## src/rtl/hazard_pkg.sv

```systemverilog
// Shared types and helpers for the pipeline hazard controller.
// Used by hazard_ctrl and mem_wait_fsm.
package hazard_pkg;

    localparam int         REG_W    = 5;
    localparam logic [4:0] REG_ZERO = 5'd0;

    typedef enum logic [1:0] {
        FWD_RF  = 2'b00,
        FWD_WB  = 2'b01,
        FWD_MEM = 2'b10
    } fwd_sel_t;

    typedef enum logic [1:0] {
        M_IDLE = 2'b00,
        M_WAIT = 2'b01,
        M_ERR  = 2'b10
    } mem_state_t;

    typedef struct packed {
        logic stall_f;
        logic stall_d;
        logic stall_e;
        logic stall_m;
        logic flush_d;
        logic flush_e;
        logic flush_w;
    } ctrl_t;

    localparam ctrl_t CTRL_NONE = 7'b000_0000;

    // The Memory-stage producer is younger than Writeback, so it wins the tie.
    function automatic fwd_sel_t fwd_select(
        input logic [REG_W-1:0] rs,
        input logic             reg_write_m,
        input logic [REG_W-1:0] rd_m,
        input logic             reg_write_w,
        input logic [REG_W-1:0] rd_w
    );
        fwd_sel_t sel;
        if (reg_write_m && (rd_m != REG_ZERO) && (rd_m == rs)) begin
            sel = FWD_MEM;
        end else if (reg_write_w && (rd_w != REG_ZERO) && (rd_w == rs)) begin
            sel = FWD_WB;
        end else begin
            sel = FWD_RF;
        end
        return sel;
    endfunction

    function automatic logic load_use(
        input logic             load_e,
        input logic [REG_W-1:0] rd_e,
        input logic [REG_W-1:0] rs1_d,
        input logic [REG_W-1:0] rs2_d
    );
        return load_e && (rd_e != REG_ZERO) && ((rs1_d == rd_e) || (rs2_d == rd_e));
    endfunction

endpackage

```

## src/rtl/mem_wait_fsm.sv

```systemverilog
// Data-memory wait-state sequencer with timeout watchdog.
// Raises o_mem_stall while an access is outstanding; o_mem_err is sticky until reset.
module mem_wait_fsm
    import hazard_pkg::*;
#(
    parameter int MEM_TIMEOUT = 16
) (
    input  logic i_clk,
    input  logic i_rst,
    input  logic i_mem_req,
    input  logic i_mem_ready,
    output logic o_mem_stall,
    output logic o_mem_err
);

    localparam int               CNT_W       = $clog2(MEM_TIMEOUT) + 1;
    localparam logic [CNT_W-1:0] CNT_ZERO    = {CNT_W{1'b0}};
    localparam logic [CNT_W-1:0] CNT_ONE     = {{(CNT_W-1){1'b0}}, 1'b1};
    localparam logic [CNT_W-1:0] TIMEOUT_CNT = CNT_W'(MEM_TIMEOUT - 1);

    mem_state_t       r_state;
    mem_state_t       w_state_nxt;
    logic [CNT_W-1:0] r_cnt;
    logic [CNT_W-1:0] w_cnt_nxt;
    logic             r_err;
    logic             w_mem_stall;

    // State, wait counter and sticky error flag.
    always_ff @(posedge i_clk) begin
        if (i_rst) begin
            r_state <= M_IDLE;
            r_cnt   <= CNT_ZERO;
            r_err   <= 1'b0;
        end else begin
            r_state <= w_state_nxt;
            r_cnt   <= w_cnt_nxt;
            r_err   <= (w_state_nxt == M_ERR);
        end
    end

    // Next-state, counter and stall decode; the idle-cycle stall counts as the first wait cycle.
    always_comb begin
        w_state_nxt = r_state;
        w_cnt_nxt   = r_cnt;
        w_mem_stall = 1'b0;
        case (r_state)
            M_IDLE: begin
                if (i_mem_req && !i_mem_ready) begin
                    w_mem_stall = 1'b1;
                    w_state_nxt = M_WAIT;
                    w_cnt_nxt   = CNT_ONE;
                end else begin
                    w_state_nxt = M_IDLE;
                    w_cnt_nxt   = CNT_ZERO;
                end
            end
            M_WAIT: begin
                w_mem_stall = !i_mem_ready;
                if (i_mem_ready) begin
                    w_state_nxt = M_IDLE;
                    w_cnt_nxt   = CNT_ZERO;
                end else if (r_cnt == TIMEOUT_CNT) begin
                    w_state_nxt = M_ERR;
                    w_cnt_nxt   = r_cnt;
                end else begin
                    w_state_nxt = M_WAIT;
                    w_cnt_nxt   = r_cnt + CNT_ONE;
                end
            end
            M_ERR: begin
                w_mem_stall = 1'b1;
                w_state_nxt = M_ERR;
                w_cnt_nxt   = r_cnt;
            end
            default: begin
                w_mem_stall = 1'b0;
                w_state_nxt = M_IDLE;
                w_cnt_nxt   = CNT_ZERO;
            end
        endcase
    end

    assign o_mem_stall = w_mem_stall;
    assign o_mem_err   = r_err;

endmodule

```

## src/rtl/hazard_ctrl.sv

```systemverilog
// Hazard, forwarding and memory wait-state control for the 5-stage RISC-V pipeline.
// Optional performance counters are built when HAZARD_PERF_EN is defined.
module hazard_ctrl
    import hazard_pkg::*;
#(
    parameter int MEM_TIMEOUT = 16
) (
    input  logic       clk,
    input  logic       rst,
    input  logic [4:0] Rs1D,
    input  logic [4:0] Rs2D,
    input  logic [4:0] Rs1E,
    input  logic [4:0] Rs2E,
    input  logic [4:0] RdE,
    input  logic [4:0] RdM,
    input  logic [4:0] RdW,
    input  logic       RegWriteM,
    input  logic       RegWriteW,
    input  logic       LoadE,
    input  logic       PCSrcE,
    input  logic       MemReqM,
    input  logic       MemReadyM,
    output logic [1:0] ForwardAE,
    output logic [1:0] ForwardBE,
    output logic       StallF,
    output logic       StallD,
    output logic       StallE,
    output logic       StallM,
    output logic       FlushD,
    output logic       FlushE,
    output logic       FlushW,
`ifdef HAZARD_PERF_EN
    output logic [31:0] StallCycles,
    output logic [31:0] FlushCount,
    output logic [31:0] LoadUseCount,
`endif
    output logic       MemErr
);

    fwd_sel_t w_fwd_a;
    fwd_sel_t w_fwd_b;
    logic     w_lw_stall;
    logic     w_mem_stall;
    logic     w_mem_err;
    ctrl_t    w_ctrl;

    mem_wait_fsm #(
        .MEM_TIMEOUT (MEM_TIMEOUT)
    ) u_mem_wait_fsm (
        .i_clk       (clk),
        .i_rst       (rst),
        .i_mem_req   (MemReqM),
        .i_mem_ready (MemReadyM),
        .o_mem_stall (w_mem_stall),
        .o_mem_err   (w_mem_err)
    );

    assign w_fwd_a    = fwd_select(Rs1E, RegWriteM, RdM, RegWriteW, RdW);
    assign w_fwd_b    = fwd_select(Rs2E, RegWriteM, RdM, RegWriteW, RdW);
    assign w_lw_stall = load_use(LoadE, RdE, Rs1D, Rs2D);

    // Stall/flush priority; a taken branch discards the Decode instruction, so it beats load-use.
    always_comb begin
        w_ctrl = CTRL_NONE;
        if (rst) begin
            w_ctrl.flush_d = 1'b1;
            w_ctrl.flush_e = 1'b1;
            w_ctrl.flush_w = 1'b1;
        end else if (w_mem_stall) begin
            w_ctrl.stall_f = 1'b1;
            w_ctrl.stall_d = 1'b1;
            w_ctrl.stall_e = 1'b1;
            w_ctrl.stall_m = 1'b1;
            w_ctrl.flush_w = 1'b1;
        end else if (PCSrcE) begin
            w_ctrl.flush_d = 1'b1;
            w_ctrl.flush_e = 1'b1;
        end else if (w_lw_stall) begin
            w_ctrl.stall_f = 1'b1;
            w_ctrl.stall_d = 1'b1;
            w_ctrl.flush_e = 1'b1;
        end else begin
            w_ctrl = CTRL_NONE;
        end
    end

    assign ForwardAE = w_fwd_a;
    assign ForwardBE = w_fwd_b;
    assign StallF    = w_ctrl.stall_f;
    assign StallD    = w_ctrl.stall_d;
    assign StallE    = w_ctrl.stall_e;
    assign StallM    = w_ctrl.stall_m;
    assign FlushD    = w_ctrl.flush_d;
    assign FlushE    = w_ctrl.flush_e;
    assign FlushW    = w_ctrl.flush_w;
    // The error flag is already a flop; masking with rst keeps it low for the whole reset window.
    assign MemErr    = w_mem_err && !rst;

`ifdef HAZARD_PERF_EN
    localparam logic [31:0] PERF_MAX = 32'hFFFF_FFFF;
    localparam logic [31:0] PERF_ONE = 32'd1;

    logic        w_flush_eff;
    logic        w_lw_eff;
    logic [31:0] r_stall_cycles;
    logic [31:0] r_flush_count;
    logic [31:0] r_load_use_count;

    assign w_flush_eff = !w_mem_stall && PCSrcE;
    assign w_lw_eff    = !w_mem_stall && !PCSrcE && w_lw_stall;

    // Saturating event counters.
    always_ff @(posedge clk) begin
        if (rst) begin
            r_stall_cycles   <= 32'd0;
            r_flush_count    <= 32'd0;
            r_load_use_count <= 32'd0;
        end else begin
            if (w_ctrl.stall_f && (r_stall_cycles != PERF_MAX)) begin
                r_stall_cycles <= r_stall_cycles + PERF_ONE;
            end
            if (w_flush_eff && (r_flush_count != PERF_MAX)) begin
                r_flush_count <= r_flush_count + PERF_ONE;
            end
            if (w_lw_eff && (r_load_use_count != PERF_MAX)) begin
                r_load_use_count <= r_load_use_count + PERF_ONE;
            end
        end
    end

    assign StallCycles  = r_stall_cycles;
    assign FlushCount   = r_flush_count;
    assign LoadUseCount = r_load_use_count;
`endif

endmodule
```

## config.mk

```make
export PLATFORM = sky130hd
export DESIGN_NAME = hazard_ctrl
export DESIGN_NICKNAME = d
export VERILOG_FILES = /design/src/rtl/hazard_pkg.sv /design/src/rtl/mem_wait_fsm.sv /design/src/rtl/hazard_ctrl.sv
export SDC_FILE = /design/constraint.sdc
export NUM_CORES = 1
export LEC_CHECK = 0
export ABC_AREA = 1
export BUFFER_PORTS_ARGS = -buffer_cell sky130_fd_sc_hd__buf_2
export CAP_MARGIN = 0
export CORE_ASPECT_RATIO = 0.6
export CORE_MARGIN = 2
export CORE_UTILIZATION = 35
export CTS_BUF_LIST = sky130_fd_sc_hd__clkbuf_2 sky130_fd_sc_hd__clkbuf_4 sky130_fd_sc_hd__clkbuf_8
export CTS_CLUSTER_SIZE = 14
export DETAILED_ROUTE_END_ITERATION = 10
export PLACE_DENSITY_LB_ADDON = 0.3
export SLEW_MARGIN = 20
export SYNTH_ARGS = -nofsm -noshare
export SYNTH_HDL_FRONTEND = slang
export SYNTH_HIERARCHICAL = 1
export SYNTH_SLANG_ARGS = --single-unit
```

## constraint.sdc

```tcl
create_clock -name clk -period 2.8 [get_ports clk]
set_clock_uncertainty 0.15 [all_clocks]
set_input_delay 0.56 -clock clk [delete_from_list [all_inputs] [get_ports clk]]
set_output_delay 0.56 -clock clk [all_outputs]
set_load 0.05 [all_outputs]
```

* Yosys cells after proc, flatten, opt, wreduce, memory -nomap -nowiden *
Index checks and enable logic that the tools add are counted.

word-level totals
  flip-flop bits (word level) = 8
  input port bits = 43
  output and inout bits = 12
  logic and storage cells = 57

operators by class
  $add $sub $neg = 1
  eq/ne operators = 11
  multiplexer cells = 23
  bitwise operators = 1
  reductions and logical operators = 18

operators with widths
  cell                                                                   count
  5-bit equality test                                                    6
  5-bit case mux with 3 select lines                                     1
  5-bit nonzero test                                                     3
  2-bit 2-to-1 mux                                                       7
  4-bit 2-to-1 mux                                                       3
  1-bit logical AND                                                      10
  5-bit 2-to-1 mux                                                       2
  1-bit 2-to-1 mux                                                       7
  2-bit case mux with 3 select lines                                     1
  5-bit by 1-bit adder with 5-bit output, second input constant          1
  5-bit by 4-bit equality test with 1-bit output, second input constant  1
  2-bit equality test, second input constant                             2
  3-bit 2-to-1 mux                                                       1
  3-bit != test, second input constant                                   1
  1-bit case mux with 3 select lines                                     1
  2-bit by 1-bit equality test with 1-bit output, second input constant  1
  1-bit zero test                                                        2
  2-bit zero test                                                        1
  2-bit AND reduction                                                    1
  1-bit logical OR                                                       1
  1-bit NOT                                                              1

* Depth between registers and ports, before layout *
  word-level depth = 7
  depth in mapped cells = 12
  depth with buffers taken out = 12

* Cells and area by module *
The synthesis kept the hierarchy.

modules (own cells, without submodules)
  module        times used  cells an instance  area an instance (sq um)  sequential area each (sq um)
  hazard_ctrl   1           107                555.5                     0.0
  mem_wait_fsm  1           59                 436.7                     160.2

* Least setup slack after synthesis *
Ideal clock, no wire load.

  path type = input-to-output
  start point = in MemReadyM
  end point = out FlushE
  arrival time = 2.581 ns
  data required time = 2.090 ns
  setup slack = -0.491 ns
  cell stages on the path = 8
  path buffers = 0
  cells stage by stage = inv_1 -> nand4_1 -> nand3_1 -> inv_1 -> nor2_1 -> nor2_1 -> inv_1 -> nand2_1

on the way
  word-level cells in the longest chain between the ends = 6

RTL lines
  what                                    RTL line                                source
  start: declaration                      hazard_ctrl.sv:22                       input logic MemReadyM,
  1-bit zero test (*)                     mem_wait_fsm.sv:48, mem_wait_fsm.sv:58
  1-bit logical AND                       mem_wait_fsm.sv:48                      if (i_mem_req && !i_mem_ready) begin
  1-bit 2-to-1 mux                        mem_wait_fsm.sv:48
  1-bit case mux with 3 select lines (*)  mem_wait_fsm.sv:46                      case (r_state)
  via w_mem_stall                         hazard_ctrl.sv:43                       logic w_mem_stall;
  2-bit 2-to-1 mux (*)                    hazard_ctrl.sv:69                       end else if (w_mem_stall) begin
  3-bit 2-to-1 mux (*)                    hazard_ctrl.sv:65                       if (rst) begin
  end: declaration                        hazard_ctrl.sv:30                       output logic FlushE,

The timed path passes the listed nets; every way through them passes the cells marked *.

* Worst setup path in the final report *
  start point = in MemReadyM
  end point = out StallF

on the way
  word-level cells in the longest chain between the ends = 6

RTL lines
  what                                    RTL line                                source
  1-bit zero test (*)                     mem_wait_fsm.sv:48, mem_wait_fsm.sv:58
  1-bit logical AND                       mem_wait_fsm.sv:48
  1-bit 2-to-1 mux                        mem_wait_fsm.sv:48
  1-bit case mux with 3 select lines (*)  mem_wait_fsm.sv:46
  via w_mem_stall                         hazard_ctrl.sv:43
  4-bit 2-to-1 mux (*)                    hazard_ctrl.sv:69
  4-bit 2-to-1 mux (*)                    hazard_ctrl.sv:65
  end: declaration                        hazard_ctrl.sv:25                       output logic StallF,

Marked as above.

==> flow_summary.toml <==
[timing]
hold_viol = 0
fmax_mhz = 427
relSlewSlack_pct = 83.3
tns_ps = 0
slew_violations = 0
finalCriticalPeriod_ps = 2340
rsz0062_at_grt = "false"
tightestPinTransition_ps = 252
finalSetupViolCount = 0
period_share_pct = 83.6

[synth]
synth-simple-area-share_pct = 43.4
synth_compound_area_share_pct = 5.17
synth_top_area_share_pct = 16.1
syn_avg_cell_area_um2 = 5.98
synthArstFlopShare_pct = 0
synth_adder_area_share_pct = 2.52
ys_ff_latch = 8
netlist_instances = 166
yosysMostFrequentCell = "nand2_1"
muxShareOfSynthArea_pct = 0
synthFlopType = "dfxtp_1"
synth_warnings = 6
yosys.area.top_type = "dfxtp_1"
synth_common_cells = "nand2_1, inv_1, nor2_1"
seq_area_frac_synth_pct = 16.1
synth_top_family_by_area = "simple AND/OR/NAND/NOR gates"
synth-edff-count = 0
synth_xor_area_share_pct = 19.4
synth_area_um2 = 992
synth_fp_nets = 211
ys_types = 25
yosys-top-cells-area = "dfxtp_1, nand2_1, xnor2_1, inv_1, nor2_1"

[cts]
clk_latency_ps = 230
cts_buffers = 3
cts_tree = "done"
cts.repair.resized = 0
ctsHoldBuffers = 0
cts-root-buf = "clkbuf_8"
cts_sinks = 8
h-tree-depth = 1
postCtsSetupBuffers = 0
clockBufferDepth = 2
clkTransAtPathRegs_ps = 40

[global_route]
grt_max_degree = 9
overflow = 0
grt_pass1_wl_um = 3860
grt.total_usage_pct = 15.1
first_global_vias = 934
antenna_found_initial = 0

[worst_hold_path]
hold_class = "reg -> reg"

[route]
drt-total-wl_um = 2320
vias = 1122
viasPerCell = 4.43
ant_nets = 0
dr.pass1.iters = 4
drcViolationCount = 0
first_iter_violations = 57
wire_per_inst_um = 9.16

[final_layout]
fin_nets = 268
nFillCells = 270
area_delta_synth_final_pct = 34.9
diodes = 0
drive_above_1_share_pct = 35.3

[power]
combPwrFrac_pct = 38.5
netSwitchingPower_uw = 149
clkPwrFrac_pct = 33.7
p_leak_uw = 0.000745
ir_drop_mv = 0.151
p_int_uw = 273
power_density_mw_per_mm2 = 315
switching_share_pct = 35.2
p_seq_share_pct = 27.8
power_uw = 422

[floorplanning]
rows = 14
num_io_pins = 55
dieArea_mm2 = 0.00329
fp.coreArea_mm2 = 0.00259
initial_core_util_pct = 38.3
fp.dieW_um = 72.7
die_h_um = 45.2

[setup_path]
critPathMaxFanout = 4
cp_slowest_cell = "buf_2"
critPathCaptureType = "output port"
cp_data_required_time_ps = 2090
crit_arrival_ps = 1630
slowest_delay_ps = 260
critPathKind = "in -> out"
cp-start-kind = "primary input"
crit_chain = "buf_2 -> inv_1 -> nand4_1 -> nand3_1 -> inv_1 -> nor2_4 -> inv_1 -> nand2_1 -> buf_2"
path_common_cell = "inv_1"

[run_status]
status = "finished, final reports clean"

[placed_design]
io_buffers = 54
dp_hpwl_um = 2060
gp_congestion = 0.803

[flow_run]
maxCapViolations = 0
-- registers in the layout, indices dropped and copies added (netlist names) --
| signal | count |
|---|---|
| u_mem_wait_fsm/o_mem_err | 1 |
| u_mem_wait_fsm/r_cnt | 5 |
| u_mem_wait_fsm/r_state | 2 |
-- kinds of logic after synthesis --
logic type / Yosys count
flip-flops: 8
AO/OA/AOI/OAI: 8
buffers and inverters: 33
adder cells (fa/ha/maj): 2
AND/OR/NAND/NOR: 93
XOR/XNOR: 22
-- critical path, delay by kind of cell --
| kind | cells | cell delay [ps] |
|---|---|---|
| and+or+nand+nor | 4 | 480 |
| buffers and inverters | 5 | 600 |
-- cell usage in the layout (no fill, tap or decap), types with 2 or more instances in the layout --
cell type,synthesis,final
buf_2,0,54
nor2_2,2,3
nand2_4,3,3
a21oi_2,2,2
nand3_1,10,10
nand2_1,42,42
nand4_1,3,3
nor2_1,23,21
dfxtp_1,8,8
xor2_1,8,8
clkbuf_8,0,3
xnor2_1,14,14
inv_2,4,4
nand2_2,2,2
inv_1,25,25
nor3_2,2,2
ha_1,2,2
o21ai_1,3,3
o21ai_0,2,2
nor2_4,1,2
nor3_1,3,3
-- final timing paths --
kind / slack (ps) / cells past startpoint / start / to
worst max-delay path: 460 / 9 / MemReadyM / StallF
worst min-delay path: 330 / 2 / u_mem_wait_fsm/r_cnt[4] / u_mem_wait_fsm/r_cnt[4]
worst max register to register: 1120 / 10 / u_mem_wait_fsm/r_cnt[0] / u_mem_wait_fsm/r_cnt[0]
worst min register to register: 330 / 2 / u_mem_wait_fsm/r_cnt[4] / u_mem_wait_fsm/r_cnt[4]
-- cell type report --
class                           instances  area, um^2  share of cell area [%]
Multi-Input combinational cell        125         709                    53.0
Tap cell                               32        40.0                    2.99
Sequential cell                         8         160                    12.0
Inverter                               31         118                    8.79
Clock buffer                            3        41.3                    3.08
Timing Repair Buffer                   54         270                    20.2
-- layer usage --
layer  track usage, %  vias up  share of wire, %
met4             5.56        0              0.35
met5                0        -                 0
met2             22.5       35                37
met1             22.0      474                56
met3             2.23        2               6.1
li1                 -      611                 -
-- power by group through the flow --
stage               registers (uW)  logic [uW]  clock network, uW
finish                         117         162                142
detailed placement             119         163                  0
CTS                            117         163                148
global placement               119         162                  0
global route                   117         180                154
floorplan                      119         103                  0
-- stage by stage --
step / utilization [%] / worst slack, ps / cells / area (um^2) / hold WS (ps)
after floorplan: - / 93.1 / 166 / 1000 / 291
after detailed placement: 50.0 / 456 / 250 / 1300 / 327
after global placement: 50.0 / 504 / 250 / 1300 / 320
after CTS: 51.6 / 455 / 253 / 1340 / 332
after global routing: 51.6 / 333 / 253 / 1340 / 367
final: 51.6 / 458 / 253 / 1340 / 328
No activity file was read; power rests on OpenSTA's default activity.
